[src/rtl/led_cmd_sequencer.sv]
// Host-side sequencer for the 20-LED controller: buffers 8-bit commands in a FIFO and
// serialises each valid one MSB first onto DATA/CLK/LATCH at a DIV-cycle phase rate.
module led_cmd_sequencer #(
  parameter int unsigned DEPTH    = 4,
  parameter int unsigned DIV      = 4,
  parameter int unsigned NUM_LEDS = 20
) (
  input  logic       CLK,
  input  logic       RESET,
  input  logic [7:0] CMD,
  input  logic       CMD_VALID,
  output logic       CMD_READY,
  output logic       SR_DATA,
  output logic       SR_CLK,
  output logic       SR_LATCH,
  output logic       BUSY,
  output logic       ERR
);

  localparam int unsigned PtrW = (DEPTH > 1) ? $clog2(DEPTH) : 1;
  localparam int unsigned CntW = $clog2(DEPTH + 1);
  localparam int unsigned PhW  = (DIV > 1) ? $clog2(DIV) : 1;

  localparam logic [CntW-1:0] Full     = CntW'(DEPTH);
  localparam logic [PhW-1:0]  PhLast   = PhW'(DIV - 1);
  localparam logic [5:0]      NumLedsW = 6'(NUM_LEDS);

  typedef enum logic [2:0] {StIdle, StShiftLo, StShiftHi, StLatch, StGap} state_e;

  state_e          state_q, state_d;
  logic [PhW-1:0]  phase_q, phase_d;
  logic [2:0]      bit_idx_q, bit_idx_d;
  logic [6:0]      shift_q, shift_d;
  logic            sr_data_q, sr_data_d;
  logic            sr_clk_q, sr_clk_d;
  logic            sr_latch_q, sr_latch_d;
  logic            busy_q, busy_d;
  logic            err_q, err_d;

  logic [7:0]      mem_q [DEPTH];
  logic [PtrW-1:0] wr_ptr_q, wr_ptr_d, rd_ptr_q, rd_ptr_d;
  logic [CntW-1:0] count_q, count_d;

  logic            push, pop, empty, full, addr_ok, phase_last;
  logic [7:0]      head;

  assign empty      = (count_q == '0);
  assign full       = (count_q == Full);
  assign push       = CMD_VALID && !full;
  assign head       = mem_q[rd_ptr_q];
  assign addr_ok    = ({1'b0, head[4:0]} < NumLedsW);
  assign phase_last = (phase_q == PhLast);

  always_comb begin
    wr_ptr_d = push ? wr_ptr_q + 1'b1 : wr_ptr_q;
    rd_ptr_d = pop ? rd_ptr_q + 1'b1 : rd_ptr_q;
    count_d  = count_q;
    if (push && !pop) begin
      count_d = count_q + 1'b1;
    end else if (pop && !push) begin
      count_d = count_q - 1'b1;
    end
  end

  always_comb begin
    state_d    = state_q;
    phase_d    = phase_q;
    bit_idx_d  = bit_idx_q;
    shift_d    = shift_q;
    sr_data_d  = sr_data_q;
    sr_clk_d   = sr_clk_q;
    sr_latch_d = sr_latch_q;
    err_d      = 1'b0;
    pop        = 1'b0;
    unique case (state_q)
      StIdle: begin
        if (!empty) begin
          pop = 1'b1;
          if (addr_ok) begin
            shift_d   = head[6:0];
            bit_idx_d = 3'd7;
            sr_data_d = head[7];
            sr_clk_d  = 1'b0;
            phase_d   = '0;
            state_d   = StShiftLo;
          end else begin
            err_d = 1'b1;
          end
        end
      end
      StShiftLo: begin
        if (phase_last) begin
          phase_d  = '0;
          sr_clk_d = 1'b1;
          state_d  = StShiftHi;
        end else begin
          phase_d = phase_q + 1'b1;
        end
      end
      StShiftHi: begin
        if (phase_last) begin
          phase_d  = '0;
          sr_clk_d = 1'b0;
          if (bit_idx_q != 3'd0) begin
            bit_idx_d = bit_idx_q - 3'd1;
            sr_data_d = shift_q[6];
            shift_d   = {shift_q[5:0], 1'b0};
            state_d   = StShiftLo;
          end else begin
            sr_data_d  = 1'b0;
            sr_latch_d = 1'b1;
            state_d    = StLatch;
          end
        end else begin
          phase_d = phase_q + 1'b1;
        end
      end
      StLatch: begin
        if (phase_last) begin
          phase_d    = '0;
          sr_latch_d = 1'b0;
          state_d    = StGap;
        end else begin
          phase_d = phase_q + 1'b1;
        end
      end
      StGap: begin
        if (phase_last) begin
          phase_d = '0;
          state_d = StIdle;
        end else begin
          phase_d = phase_q + 1'b1;
        end
      end
      default: state_d = StIdle;
    endcase
    // BUSY is registered from next-state so it matches the state it describes
    busy_d = (state_d != StIdle) || (count_d != '0);
  end

  always_ff @(posedge CLK) begin
    if (!RESET) begin
      state_q    <= StIdle;
      phase_q    <= '0;
      bit_idx_q  <= '0;
      shift_q    <= '0;
      sr_data_q  <= 1'b0;
      sr_clk_q   <= 1'b0;
      sr_latch_q <= 1'b0;
      busy_q     <= 1'b0;
      err_q      <= 1'b0;
      wr_ptr_q   <= '0;
      rd_ptr_q   <= '0;
      count_q    <= '0;
    end else begin
      state_q    <= state_d;
      phase_q    <= phase_d;
      bit_idx_q  <= bit_idx_d;
      shift_q    <= shift_d;
      sr_data_q  <= sr_data_d;
      sr_clk_q   <= sr_clk_d;
      sr_latch_q <= sr_latch_d;
      busy_q     <= busy_d;
      err_q      <= err_d;
      wr_ptr_q   <= wr_ptr_d;
      rd_ptr_q   <= rd_ptr_d;
      count_q    <= count_d;
    end
  end

  always_ff @(posedge CLK) begin
    if (push) begin
      mem_q[wr_ptr_q] <= CMD;
    end
  end

  assign CMD_READY = !full;
  assign SR_DATA   = sr_data_q;
  assign SR_CLK    = sr_clk_q;
  assign SR_LATCH  = sr_latch_q;
  assign BUSY      = busy_q;
  assign ERR       = err_q;

endmodule

[config.mk]
export PLATFORM = sky130hd
export DESIGN_NAME = led_cmd_sequencer
export DESIGN_NICKNAME = d
export VERILOG_FILES = /design/src/rtl/led_cmd_sequencer.sv
export SDC_FILE = /design/constraint.sdc
export NUM_CORES = 1
export LEC_CHECK = 0
export BUFFER_PORTS_ARGS = -buffer_cell sky130_fd_sc_hd__buf_2
export CAP_MARGIN = 20
export CORE_UTILIZATION = 40
export DETAILED_ROUTE_END_ITERATION = 16
export SLEW_MARGIN = 20
export SYNTH_ARGS = -nofsm -noshare
export SYNTH_HDL_FRONTEND = slang
export SYNTH_SLANG_ARGS = --single-unit
[constraint.sdc]
create_clock -name CLK -period 3.4 [get_ports CLK]
set_input_delay 0.85 -clock CLK [delete_from_list [all_inputs] [get_ports CLK]]
set_output_delay 0.85 -clock CLK [all_outputs]
set_load 0.05 [all_outputs]
# Word-level counts from Yosys, hierarchy flattened
# Memories as Yosys holds them, arrays and structs flattened. A register that Yosys moved wholly into a read port is not among the register bits.
# Index checks and enable logic that the tools add are counted.
# W data, S select, Z words.
# word_totals
word_cells,102
ram_bits,32
regBits,27
memories,1
# classes
muxes,44
n_bitwise,2
add_sub_neg,6
eq_ne,13
n_reduce_logical,23
magnitude_cmp,1
# memory_table
name,depth,word_bits,read_ports,rd_clocked_by_memory_dff,write_ports,line,text
mem_q,4,8,1,1,1,40,logic [7:0] mem_q [DEPTH];
# ops
op,count
$mux W3,12
$mux W7,4
$mux W1,15
$pmux W3 S5,1
$ne A2 B2 Y1 const B,7
$pmux W7 S2,1
$mux W2,6
$reduce_bool A3 Y1,4
$reduce_and A5 Y1,2
$reduce_and A4 Y1,2
$add A2 B1 Y2 const B,3
$eq A3 B2 Y1 const B,2
$eq A3 B3 Y1 const B,2
$logic_not A3 Y1,2
$pmux W3 S2,1
$reduce_bool A2 Y1,3
$sub A3 B1 Y3 const B,2
$lt A5 B5 Y1 const B,1
$pmux W1 S2,2
$pmux W2 S2,1
$reduce_or A4 Y1,1
$add A3 B1 Y3 const B,1
$eq A3 B1 Y1 const B,1
$logic_and A1 B1 Y1,3
other kinds (7),10

# Depth between registers and ports, before layout
# depth
depth_word,9
depth_mapped,8
depth_no_buf,7

# Least setup slack after synthesis
# OpenSTA, ideal clock, no wires.
# synth_path
path_type,input port to flip-flop
from,input port CMD_VALID
to,"register busy_q, in the netlist BUSY"
setup_time_ns,0.124
arrival_ns,2.104
path_stages,5
path_slack_ns,1.171
n_path_buf,1
cell_sequence,a21boi_0 clkbuf_1 a211oi_1 o31a_1 a2111o_1
# synth_between
elab_chain_cells,7
word_cells_on_any_way,8
# synth_rtl
element,line,text
"start, declared",11,"input logic CMD_VALID,"
$logic_and A1 B1 Y1 (*),49,assign push = CMD_VALID && !full;
$logic_not A1 Y1,60,end else if (pop && !push) begin
$logic_and A1 B1 Y1,60,
$mux W3,60,
$mux W3 (*),58,if (push && !pop) begin
$reduce_bool A3 Y1 (*),138,busy_d = (state_d != StIdle) || (count_d != '0);
$logic_or A1 B1 Y1 (*),138,
"end signal, assigned",163,busy_q <= busy_d;
"end, declared",37,"logic busy_q, busy_d;"
# Every way passes the cells marked *; elsewhere a longest branch is shown, timed or not.
# A chain may end at the register's enable or synchronous reset.

==> insert_results.sql <==
INSERT INTO impl_metrics (metric_group, metric, value, unit) VALUES
('yosys', 'synth_flop_cell', 'edfxtp_1', ''),
('run', 'max_cap_violations', '0', ''),
('floorplanning', 'io_pins', '17', ''),
('power_and_ir_drop', 'power.switching', '0.000811', 'W'),
('place', 'gp_routability_congestion', '0.880', ''),
('floorplanning', 'initial_core_util', '42.2', '%'),
('detailed_routing', 'met2_wirelength', '2160', 'um'),
('timing', 'achievable-frequency', '0.423', 'GHz'),
('floorplanning', 'die_area', '0.00720', 'mm2'),
('place', 'dp_hpwl', '3210', 'um'),
('cts', 'cts_resized', '0', ''),
('yosys', 'syn_area_per_cell', '12.6', 'um2'),
('cts', 'clkLatencyLatePin', '0.34', 'ns'),
('power_and_ir_drop', 'p_total', '0.00232', 'W'),
('timing', 'timing.setup.tns', '0', 'ns'),
('worst_setup_path', 'worst_setup_path_start_kind', 'register', ''),
('worst_setup_path', 'worstSetupEndpointType', 'register', ''),
('grt', 'grt_overflow_total', '0', ''),
('yosys', 'syn-instance-count', '217', ''),
('yosys', 'synth-warning-count', '0', ''),
('yosys', 'number_of_nets_in_the_synthesized_netlist', '238', ''),
('cells_and_area', 'final_util', '46.9', '%'),
('cells_and_area', 'diodes', '0', ''),
('cts', 'cts.root.buffer_cell', 'clkbuf_8', ''),
('floorplanning', 'design.core.area', '0.00649', 'mm2'),
('timing', 'rsz0062_at_grt', 'false', ''),
('power_and_ir_drop', 'power_frac_comb', '31.7', '%'),
('worst_setup_path', 'critical_setup_path_class', 'reg -> reg', ''),
('detailed_routing', 'drt-total-wl', '4740', 'um'),
('worst_setup_path', 'worst_endpoint_data_arrival_time', '2.61', 'ns'),
('power_and_ir_drop', 'power_report.internal_total', '0.00151', 'W'),
('floorplanning', 'floorplan.die.width', '84.8', 'um'),
('yosys', 'yosysUniqueCellTypes', '48', ''),
('yosys', 'post_synth_instance_area', '0.00274', 'mm2'),
('yosys', 'synth_top_family_by_area', 'compound AO/OA/AOI/OAI gates', ''),
('detailed_routing', 'drcViolationCount', '1', ''),
('grt', 'grt_first_pass_wirelength', '7930', 'um'),
('power_and_ir_drop', 'switching_part_of_the_total_power', '35.0', '%'),
('power_and_ir_drop', 'sequential_cell_fraction_of_total_power', '43.9', '%'),
('cells_and_area', 'stdcell_count', '317', ''),
('yosys', 'fraction_of_synthesized_cell_area_in_xor_and_xnor_cells', '1.92', '%'),
('timing', 'drv_slew', '0', ''),
('timing', 'min_period_over_period', '69.5', '%'),
('yosys', 'ffs_w_async_s_r_synth', '0', '%'),
('power_and_ir_drop', 'power_share_of_the_clock_group', '24.4', '%'),
('yosys', 'number_of_enable_type_register_cells_in_the_synthesized_netlist', '32', ''),
('cts', 'cts_num_sinks', '61', ''),
('outcome', 'failed_checks', 'design-rule violations', ''),
('worst_setup_path', 'worstPathMaxFanout', '17', ''),
('detailed_routing', 'met3WireLength', '164', 'um'),
('floorplanning', 'std_cell_rows', '29', ''),
('timing', 'worst_clock_skew', '0.00618', 'ns'),
('detailed_routing', 'avgViaCountPerCell', '5.39', ''),
('grt', 'grt_antenna_before_repair', '0', ''),
('worst_setup_path', 'worst-endpoint-required', '3.65', 'ns'),
('yosys', 'post_synth_fa_ha_maj_area_fraction', '4.92', '%'),
('cts', 'post_cts_buffers', '0', ''),
('cts', 'clock_tree.buffer_depth', '2', ''),
('timing', 'final_period_minus_worst_setup_slack', '2.36', 'ns'),
('detailed_routing', 'drt-met1-wl', '2370', 'um'),
('cells_and_area', 'area.growth.synth_to_final', '11.0', '%'),
('power_and_ir_drop', 'power.density_cell_area', '761', 'mW/mm2'),
('cells_and_area', 'drive_above_1_share', '19.2', '%'),
('yosys', 'ys_seq_elements', '61', ''),
('power_and_ir_drop', 'peakVddDrop', '0.350', 'mV'),
('timing', 'report.final.setup_viol', '0', ''),
('yosys', 'synth_compound_gate_area_share', '14.8', '%'),
('timing', 'worst-slew-pin-transition', '0.921', 'ns'),
('place', 'port_buffers', '16', ''),
('outcome', 'outcome', 'complete, but fails checks', ''),
('power_and_ir_drop', 'leakage', '1.08', 'nW');
==> area by class of cell <==
type | count | area [um2]
clock buffers | 9 | 124
multi-input cells | 135 | 1100
fillers | 575 | 3450
well taps | 77 | 96.3
repair buffers | 19 | 103
clock inverters | 7 | 48.8
inverters | 9 | 33.8
flip-flops and latches | 61 | 1540
==> metrics by stage <==
step / hold WS, ns / setup WS (ns) / area [um2]
2_1_floorplan: 0.453 / 1.17 / 2740
3_3_place_gp: 0.473 / 1.03 / 2870
3_5_place_dp: 0.476 / 0.987 / 2870
4_1_cts: 0.489 / 1.02 / 3050
5_1_grt: 0.517 / 0.875 / 3050
6_report: 0.489 / 1.04 / 3050
==> Yosys cell counts, drive strengths merged, types with 2 or more instances <==
library cell	instances	share of area, %
nor2b	3	0.68
o31a	2	0.64
xor2	2	0.64
and2	5	1.1
clkbuf	7	1.1
o21ai	7	1.3
edfxtp	32	35
a211oi	2	0.55
a311oi	9	3.3
mux4	8	7.4
or3	2	0.46
nand2	14	1.9
buf	5	1.5
a31o	2	0.64
xnor2	4	1.3
a21boi	2	0.55
inv	9	1.2
nand2b	3	0.68
a31oi	2	0.46
ha	10	4.6
o21a	2	0.82
a21oi	17	3.4
nor2	15	2.1
nor3	5	0.91
mux2i	6	2.2
dfxtp	29	21
==> state kept, by name (all words and copies together) (netlist names), named ones only <==
signal,flops
rd_ptr_q,2
SR_LATCH,1
SR_CLK,1
shift_q,7
count_q,3
ERR,1
mem_q,32
wr_ptr_q,2
SR_DATA,1
BUSY,1
state_q,3
bit_idx_q,3
phase_q,2
==> placed cells by master (no fill, tap or decap), drive strengths merged, types with 3 or more instances in the layout <==
cell,count
edfxtp,32
dfxtp,29
buf,19
a21oi,17
nor2,15
nand2,14
inv,12
ha,10
clkbuf,9
a311oi,9
mux4,8
o21ai,7
mux2i,6
and2,5
nor3,5
xnor2,4
nor2b,3
nand2b,3
==> power by group through the flow <==
| stage | clock network [W] | logic (W) | registers (W) |
|---|---|---|---|
| after floorplan | 0 | 0.000597 | 0.00104 |
| after global placement | 0 | 0.000729 | 0.00103 |
| after detailed placement | 0 | 0.000740 | 0.00103 |
| after CTS | 0.000586 | 0.000744 | 0.00102 |
| after global routing | 0.000624 | 0.000813 | 0.00104 |
| final | 0.000565 | 0.000734 | 0.00102 |
==> cells by family after synthesis <==
kind of cell / count (synthesis)
compound gates: 53
xor+xnor: 6
fa+ha+maj: 11
buf+inv: 21
flops: 61
mux: 14
simple gates: 51
==> metal layers <==
layer | GRT usage (%) | up-vias
met5 | 0 | -
met4 | 4.16 | 0
met3 | 5.84 | 5
met2 | 21.9 | 31
met1 | 19.8 | 814
li1 | - | 860
==> final timing paths <==
kind	from	to	slack (ns)	cells past startpoint
worst max-delay path	register	shift_q[3]	1.04	5
worst min-delay path	shift_q[0]	shift_q[0]	0.49	2
worst max register to register	register	shift_q[3]	1.04	5
worst min register to register	shift_q[0]	shift_q[0]	0.49	2
==> critical path, stage by stage, from the launching register on <==
cell,delay (ns)
dfxtp_1,0.61
mux4_1,0.67
o21a_4,0.17
o22ai_4,0.42
a21oi_1,0.13
a311oi_1,0.26
Note: power is estimated with default switching activity, not from simulation.
